<file path="src/rtl/cla_pkg.sv">
// Shared definitions for the sum accumulator: FSM encoding and width helpers.
package cla_pkg;

    localparam logic [1:0] ST_IDLE  = 2'd0;
    localparam logic [1:0] ST_ACCUM = 2'd1;
    localparam logic [1:0] ST_DONE  = 2'd2;

    localparam int unsigned STATE_W = 2;
    localparam int unsigned CNT_W   = 9;

    // Accumulator width that holds a full burst of (N+1)-bit sums without wrap.
    function automatic int unsigned acc_width(input int unsigned n, input int unsigned len);
        return n + 1 + $clog2(len);
    endfunction

endpackage

</file>
<file path="src/rtl/sum_accum_if.sv">
// Input/output handshake bundle between the adder stage, the accumulator and its consumer.
interface sum_accum_if #(
    parameter int unsigned N     = 8,
    parameter int unsigned ACC_W = 11
);
    import cla_pkg::*;

    logic [N:0]       in_sum;
    logic             in_valid;
    logic             in_ready;
    logic             flush;
    logic [ACC_W-1:0] acc_out;
    logic [CNT_W-1:0] out_count;
    logic             out_valid;
    logic             out_ready;

    modport master (
        output in_sum, in_valid, flush, out_ready,
        input  in_ready, acc_out, out_count, out_valid
    );

    modport slave (
        input  in_sum, in_valid, flush, out_ready,
        output in_ready, acc_out, out_count, out_valid
    );
endinterface

</file>
<file path="src/rtl/sum_accum_ctrl.sv">
// Burst FSM and sample counter; tells the datapath when to load, add or clear.
module sum_accum_ctrl
    import cla_pkg::*;
#(
    parameter int unsigned LEN = 4
) (
    input  logic             clk,
    input  logic             reset,
    input  logic             in_valid,
    input  logic             flush,
    input  logic             out_ready,
    output logic             in_ready,
    output logic             out_valid,
    output logic [CNT_W-1:0] cnt,
    output logic             acc_load_c,
    output logic             acc_add_c,
    output logic             acc_clr_c
);

    logic [STATE_W-1:0] state;
    logic [STATE_W-1:0] next_state;
    logic [CNT_W-1:0]   cnt_nxt;
    logic               accept;

    // in_ready is a registered copy of "not DONE", so accept needs no out_ready term
    assign accept = in_valid & in_ready;

    // State register; handshake flags are registered from the next state
    always_ff @(posedge clk) begin
        if (reset) begin
            state     <= ST_IDLE;
            cnt       <= '0;
            in_ready  <= 1'b1;
            out_valid <= 1'b0;
        end else begin
            state     <= next_state;
            cnt       <= cnt_nxt;
            in_ready  <= (next_state != ST_DONE);
            out_valid <= (next_state == ST_DONE);
        end
    end

    // Next-state and datapath-control decode
    always_comb begin
        next_state = state;
        cnt_nxt    = cnt;
        acc_load_c = 1'b0;
        acc_add_c  = 1'b0;
        acc_clr_c  = 1'b0;
        case (state)
            ST_IDLE: begin
                if (accept) begin
                    acc_load_c = 1'b1;
                    cnt_nxt    = CNT_W'(1);
                    next_state = flush ? ST_DONE : ST_ACCUM;
                end
            end
            ST_ACCUM: begin
                if (accept) begin
                    acc_add_c = 1'b1;
                    cnt_nxt   = cnt + CNT_W'(1);
                    if (flush || (cnt == CNT_W'(LEN - 1))) begin
                        next_state = ST_DONE;
                    end
                end
            end
            ST_DONE: begin
                if (out_ready) begin
                    acc_clr_c  = 1'b1;
                    cnt_nxt    = '0;
                    next_state = ST_IDLE;
                end
            end
            default: begin
                acc_clr_c  = 1'b1;
                cnt_nxt    = '0;
                next_state = ST_IDLE;
            end
        endcase
    end

endmodule

</file>
<file path="src/rtl/sum_accum.sv">
// Accumulates bursts of LEN adder sums (or shorter, on flush) and hands the total downstream.
module sum_accum
    import cla_pkg::*;
#(
    parameter int unsigned N     = 8,
    parameter int unsigned LEN   = 4,
    parameter int unsigned ACC_W = acc_width(N, LEN)
) (
    input  logic  clk,
    input  logic  reset,
    sum_accum_if.slave bus
);

    localparam int unsigned IN_W = N + 1;

    logic [IN_W-1:0]  sum_w;
    logic [ACC_W-1:0] acc;
    logic [CNT_W-1:0] cnt;
    logic             acc_load_c;
    logic             acc_add_c;
    logic             acc_clr_c;

    assign sum_w = bus.in_sum;

    sum_accum_ctrl #(
        .LEN (LEN)
    ) u_ctrl (
        .clk        (clk),
        .reset      (reset),
        .in_valid   (bus.in_valid),
        .flush      (bus.flush),
        .out_ready  (bus.out_ready),
        .in_ready   (bus.in_ready),
        .out_valid  (bus.out_valid),
        .cnt        (cnt),
        .acc_load_c (acc_load_c),
        .acc_add_c  (acc_add_c),
        .acc_clr_c  (acc_clr_c)
    );

    // Accumulator register; unsigned zero-extended add, width chosen so it never wraps
    always_ff @(posedge clk) begin
        if (reset) begin
            acc <= '0;
        end else if (acc_clr_c) begin
            acc <= '0;
        end else if (acc_load_c) begin
            acc <= ACC_W'(sum_w);
        end else if (acc_add_c) begin
            acc <= acc + ACC_W'(sum_w);
        end
    end

    assign bus.acc_out   = acc;
    assign bus.out_count = cnt;

endmodule
</file>
<file path="src/flat_wrapper.sv">
// flat-port wrapper written by rule: the top's interface ports become plain ports
module sum_accum_flat import cla_pkg::*;
#(
    parameter int unsigned N     = 8,
    parameter int unsigned LEN   = 4,
    parameter int unsigned ACC_W = acc_width(N, LEN)
)
  (clk, reset, bus_in_sum, bus_in_valid, bus_flush, bus_out_ready, bus_in_ready, bus_acc_out, bus_out_count, bus_out_valid);
  sum_accum_if #(.N(N), .ACC_W(ACC_W)) bus_i ();
  input  logic clk;
  input  logic reset;
  input wire logic [$bits(bus_i.in_sum)-1:0] bus_in_sum;
  input wire logic [$bits(bus_i.in_valid)-1:0] bus_in_valid;
  input wire logic [$bits(bus_i.flush)-1:0] bus_flush;
  input wire logic [$bits(bus_i.out_ready)-1:0] bus_out_ready;
  output wire logic [$bits(bus_i.in_ready)-1:0] bus_in_ready;
  output wire logic [$bits(bus_i.acc_out)-1:0] bus_acc_out;
  output wire logic [$bits(bus_i.out_count)-1:0] bus_out_count;
  output wire logic [$bits(bus_i.out_valid)-1:0] bus_out_valid;
  assign bus_i.in_sum = bus_in_sum;
  assign bus_i.in_valid = bus_in_valid;
  assign bus_i.flush = bus_flush;
  assign bus_i.out_ready = bus_out_ready;
  assign bus_in_ready = bus_i.in_ready;
  assign bus_acc_out = bus_i.acc_out;
  assign bus_out_count = bus_i.out_count;
  assign bus_out_valid = bus_i.out_valid;
  sum_accum #(.N(N), .LEN(LEN), .ACC_W(ACC_W)) u_core (.clk(clk), .reset(reset), .bus(bus_i));
endmodule
</file>
<file path="config.mk">
export PLATFORM = sky130hd
export DESIGN_NAME = sum_accum_flat
export DESIGN_NICKNAME = d
export VERILOG_FILES = /design/src/rtl/cla_pkg.sv /design/src/rtl/sum_accum_if.sv /design/src/rtl/sum_accum_ctrl.sv /design/src/rtl/sum_accum.sv /design/src/flat_wrapper.sv
export SDC_FILE = /design/constraint.sdc
export NUM_CORES = 1
export LEC_CHECK = 0
export CAP_MARGIN = 20
export CORE_ASPECT_RATIO = 1.4
export CORE_MARGIN = 2
export CORE_UTILIZATION = 40
export CTS_CLUSTER_SIZE = 40
export DETAILED_ROUTE_END_ITERATION = 7
export PLACE_DENSITY_LB_ADDON = 0.2
export SLEW_MARGIN = 40
export SYNTH_ARGS = -nofsm -noshare
export SYNTH_HDL_FRONTEND = slang
export SYNTH_SLANG_ARGS = --single-unit
export TNS_END_PERCENT = 20
</file>
<file path="constraint.sdc">
create_clock -name clk -period 2.85 [get_ports clk]
set_clock_uncertainty 0.2 [all_clocks]
set_input_delay 0.57 -clock clk [delete_from_list [all_inputs] [get_ports clk]]
set_output_delay 0.57 -clock clk [all_outputs]
set_load 0.02 [all_outputs]
</file>
Word-level counts from Yosys, hierarchy flattened
Index checks and enable logic that the tools add are counted.

operators by class
  equal/unequal tests = 8
  muxes and demuxes = 17
  add/sub/neg operators = 2
  reductions and logical operators = 7
  bitwise operators = 1

operators by type and width
  kind                 count
  $mux 9               5
  $pmux 9 s3           1
  $add 11x9->11        1
  $mux 2               5
  $add 9x1->9 const B  1
  $eq 9x2->1 const B   1
  $ne 2x2->1 const B   4
  $pmux 2 s3           1
  $eq 2x2->1 const B   2
  $mux 1               4
  $reduce_or 2->1      2
  $reduce_and 3->1     1
  $reduce_or 3->1      1
  $eq 2x1->1 const B   1
  $logic_not 2->1      1
  $pmux 1 s2           1
  $reduce_bool 2->1    1
  $and 1x1->1          1
  $logic_or 1x1->1     1

storage, ports and cells
  register bits = 24
  output and inout bits = 22

Logic depth before layout (Yosys ltp)
  depth in word-level cells = 6
  gate-level depth with buffers = 7
  depth with buffers taken out = 7

Cells and area by module
Synthesis repeated with hierarchy kept, for this count alone.

unflattened totals
  cell total of the unflattened synthesis = 219
  area, all modules = 1,776.7 sq um

by module, submodules not included
  module          sequential area each (sq um)  instances  area each (sq um)  cells an instance
  sum_accum       220.2                         1          1,003.5            127
  sum_accum_ctrl  260.2                         1          773.2              92

Worst setup path before layout
Ideal clock, no wire load.

  path kind = input to register
  from = input bus_in_sum[0]
  to = register u_core.acc[8] (netlist: u_core.bus.acc_out[8])
  path slack = 531 ps
  buffers on the path = 0
  arrival time = 1,984 ps
  cell stages on the path = 7
  path through = ha_1 > fa_1 > a21o_1 > a2bb2oi_1 > a211oi_1 > mux2i_1 > o211ai_1

between the ends
  word-level cells in the longest chain between the ends = 3

RTL lines
  item                  RTL line            RTL
  start, declared       flat_wrapper.sv:12  input wire logic [$bits(bus_i.in_sum)-1:0] bus_in_sum;
  $add 11x9->11         sum_accum.sv:50     acc <= acc + ACC_W'(sum_w);
  $mux 9                sum_accum.sv:49     end else if (acc_add_c) begin
  $mux 9                sum_accum.sv:47     end else if (acc_load_c) begin
  end signal, assigned  sum_accum.sv:48     acc <= ACC_W'(sum_w);
  end signal, assigned  sum_accum.sv:50
  end, declared         sum_accum.sv:17     logic [ACC_W-1:0] acc;

Every way passes these cells. The select of a mux whose other input is x is not followed.
A chain may end at the register's enable or synchronous reset.

Final worst setup path
Same ends and word-level chain as after synthesis.

==> results.txt <==
Layout area overhead: 31.4%
Clock Path Buffers: 2
Reg2Reg Depth: 8
CTS Buf Count: 3
Setup bufs post-CTS: 0
Vias: 1453
Worst hold start: u_core.u_ctrl.cnt[1]
Most used routing layer: met2
CTS sink cnt: 24
Crit Path Max Fanout: 3
Min cycle time layout: 2.57 ns
Worst-Margin Slew: 0.429 ns
CP endpoint kind: flip-flop
CTS root buffer: clkbuf_8
Wire length per cell: 14.8 um
Initial core utilization: 41.7%
Status: completed
Hold Path Class: flip-flop to flip-flop
Final instance area: 2000 sq um
Period utilization: 90.1%
Core Region: 3640 sq um
RSZ-0062 raised after global routing: false
Gr usage total: 18.2%
Initial antenna violation count: 0
Commonest non-fill, non-tap cells in the layout: clkdlybuf4s50_1, dfxtp_1, nor2_1
Syn_nets: 203
DP Wirelength: 2850 um
Met3 usage: 3.71%
Worst-path clk slew: 0.10 ns
Final Max Tran Viols: 0
Die height: 76.9 um
Post-Route WL: 3840 um
Worst path required time: 2.80 ns
Io pins: 36
First-pass GRT wire length: 6420 um
Grt met1 use: 19.4%
Share of cells above drive strength 1: 7.37%
Clock Latency Late Sink: 0.27 ns
Register area share after synthesis: 31.6%
H-tree level count: 1
Routed Antenna Nets: 0
Commonest non-fill, non-tap cell in the layout: clkdlybuf4s50_1
Post_cts resized: 0
Power per cell area: 461 nW/um^2
I/O Buffers: 35
Rows: 26
Hold Slack: 0.322 ns
GRT overflow: 0
Critical Path Start: bus_in_sum[0]
Drt via density: 5.61
Fin. Hold Viols: 0
Fillers: 377
Ant. Diodes: 0
Total power: 0.921 mW
Layout Utilization: 54.8%
DRT iter0 DRCs: 43
GR met2 Demand/Resource: 34.6%
Pleak: 0.771 nW
Post-place instance area: 1930 sq um
Syn. warnings: 0
Vias in the first global route: 1484
Final setup vio count: 0
CP startpoint kind: input pin
Slew margin rel.: 71.4%
Post-CTS Hold Buffers: 0
Max-Cap Viols: 0
RePlAce Congestion: 0.836
Final TNS setup: 0 ns
Crit path DAT: 2.52 ns
Syn Inst Count: 178
R2r startpoint: u_core.bus.acc_out[0]
Peak supply drop: 323 uV
Fmax: 390 MHz
Synth cell types: 41
Yosys reg bits: 24
Die width: 56.1 um
Crit path kind: input pin to flip-flop
Area of the die: 4320 sq um
DRC: 0
Detailed Routing Iterations Pass 1: 4
Largest net degree at the start of global routing: 19
Synthesized cell area: 1520 sq um
FF-to-FF setup slack: 0.66 ns
Synth async-reset ratio: 0%
Hold path depth: 2
Synthesized area per cell: 8.54 sq um
Prevailing post-synth register cell: dfxtp_1
NumNets Final: 243
CTS tree: yes
Post-synth EDFFs: 0
## report_power, final
part           internal [mW]  switching [mW]  total (mW)
clock network          0.188           0.120       0.308
registers              0.352          0.0184       0.370
logic                  0.116           0.127       0.243
total                  0.655           0.266       0.921
## worst max-delay path, stage by stage
cell             delay, ns
clkdlybuf4s50_1       0.48
ha_1                  0.21
fa_1                  0.23
a21o_1                0.15
a2bb2oi_1             0.07
buf_4                 0.14
a211oi_1              0.31
mux2i_1               0.25
o211ai_1              0.11
## synth_stat cells (all sizes together), types with 2 or more instances
master   n  area, sq um
a211oi   9         77.6
a21o     2         15.0
a21oi   13         65.1
a31oi    2         12.5
and2     4         25.0
buf      5         37.5
dfxtp   24          480
ha      10          125
inv      9         33.8
mux2i    7         70.1
nand2   11         43.8
nand3    7         35.0
nand3b   2         27.5
nand4    2         12.5
nor2    22         82.6
nor3     7         35.0
nor3b    4         30.0
nor4     3         18.8
o211ai   4         30.0
o21ai    6         41.3
xnor2    6         52.6
xor2     6         52.6
## layer usage
layer	vias to the layer above	share of wire, %
met4	0	1.6
met3	7	4.5
met2	38	52
li1	721	-
met1	687	41
met5	-	0
## final timing paths
path,to
hold reg to reg,u_core.u_ctrl.cnt[1]
hold / removal,u_core.u_ctrl.cnt[1]
setup / recovery,u_core.bus.acc_out[8]
setup reg to reg,u_core.bus.acc_out[8]
## flip-flops by register name (all words and copies together) (netlist names)
name and count:
u_core.bus.acc_out 11, u_core.u_ctrl.cnt 9, u_core.u_ctrl.state 2, u_core.u_ctrl.in_ready 1, u_core.u_ctrl.out_valid 1
## cell type report
class	count	area [sq um]	share of cell area (%)
clock buffers	3	41.3	2.07
clock inverters	1	30.0	1.50
inverters	9	33.8	1.69
multi-input cells	139	965	48.3
flip-flops and latches	24	480	24.0
well taps	42	52.6	2.63
repair buffers	41	395	19.8
## logic make-up (layout without fill, tap and decap cells)
logic type                 count (synthesis)  in the layout  share of synthesized area, %
muxes                                      7              7                          4.61
AOI/OAI and AO/OA                         42             42                          19.2
and+or+nand+nor                           67             67                          23.2
xor gates and xnor gates                  12             12                          6.91
adders and majority gates                 11             11                          9.55
buffers and inverters                     15             54                          4.94
DFF                                       24             24                          31.6
## per-stage QoR
| step | setup slack (ns) | cells |
|---|---|---|
| final | 0.283 | 259 |
| after global routing | 0.139 | 259 |
| after CTS | 0.283 | 259 |
| after detailed placement | 0.0203 | 255 |
| after global placement | 0.0781 | 255 |
| after floorplan | 0.531 | 178 |
Power figures use the tool's default switching activity.
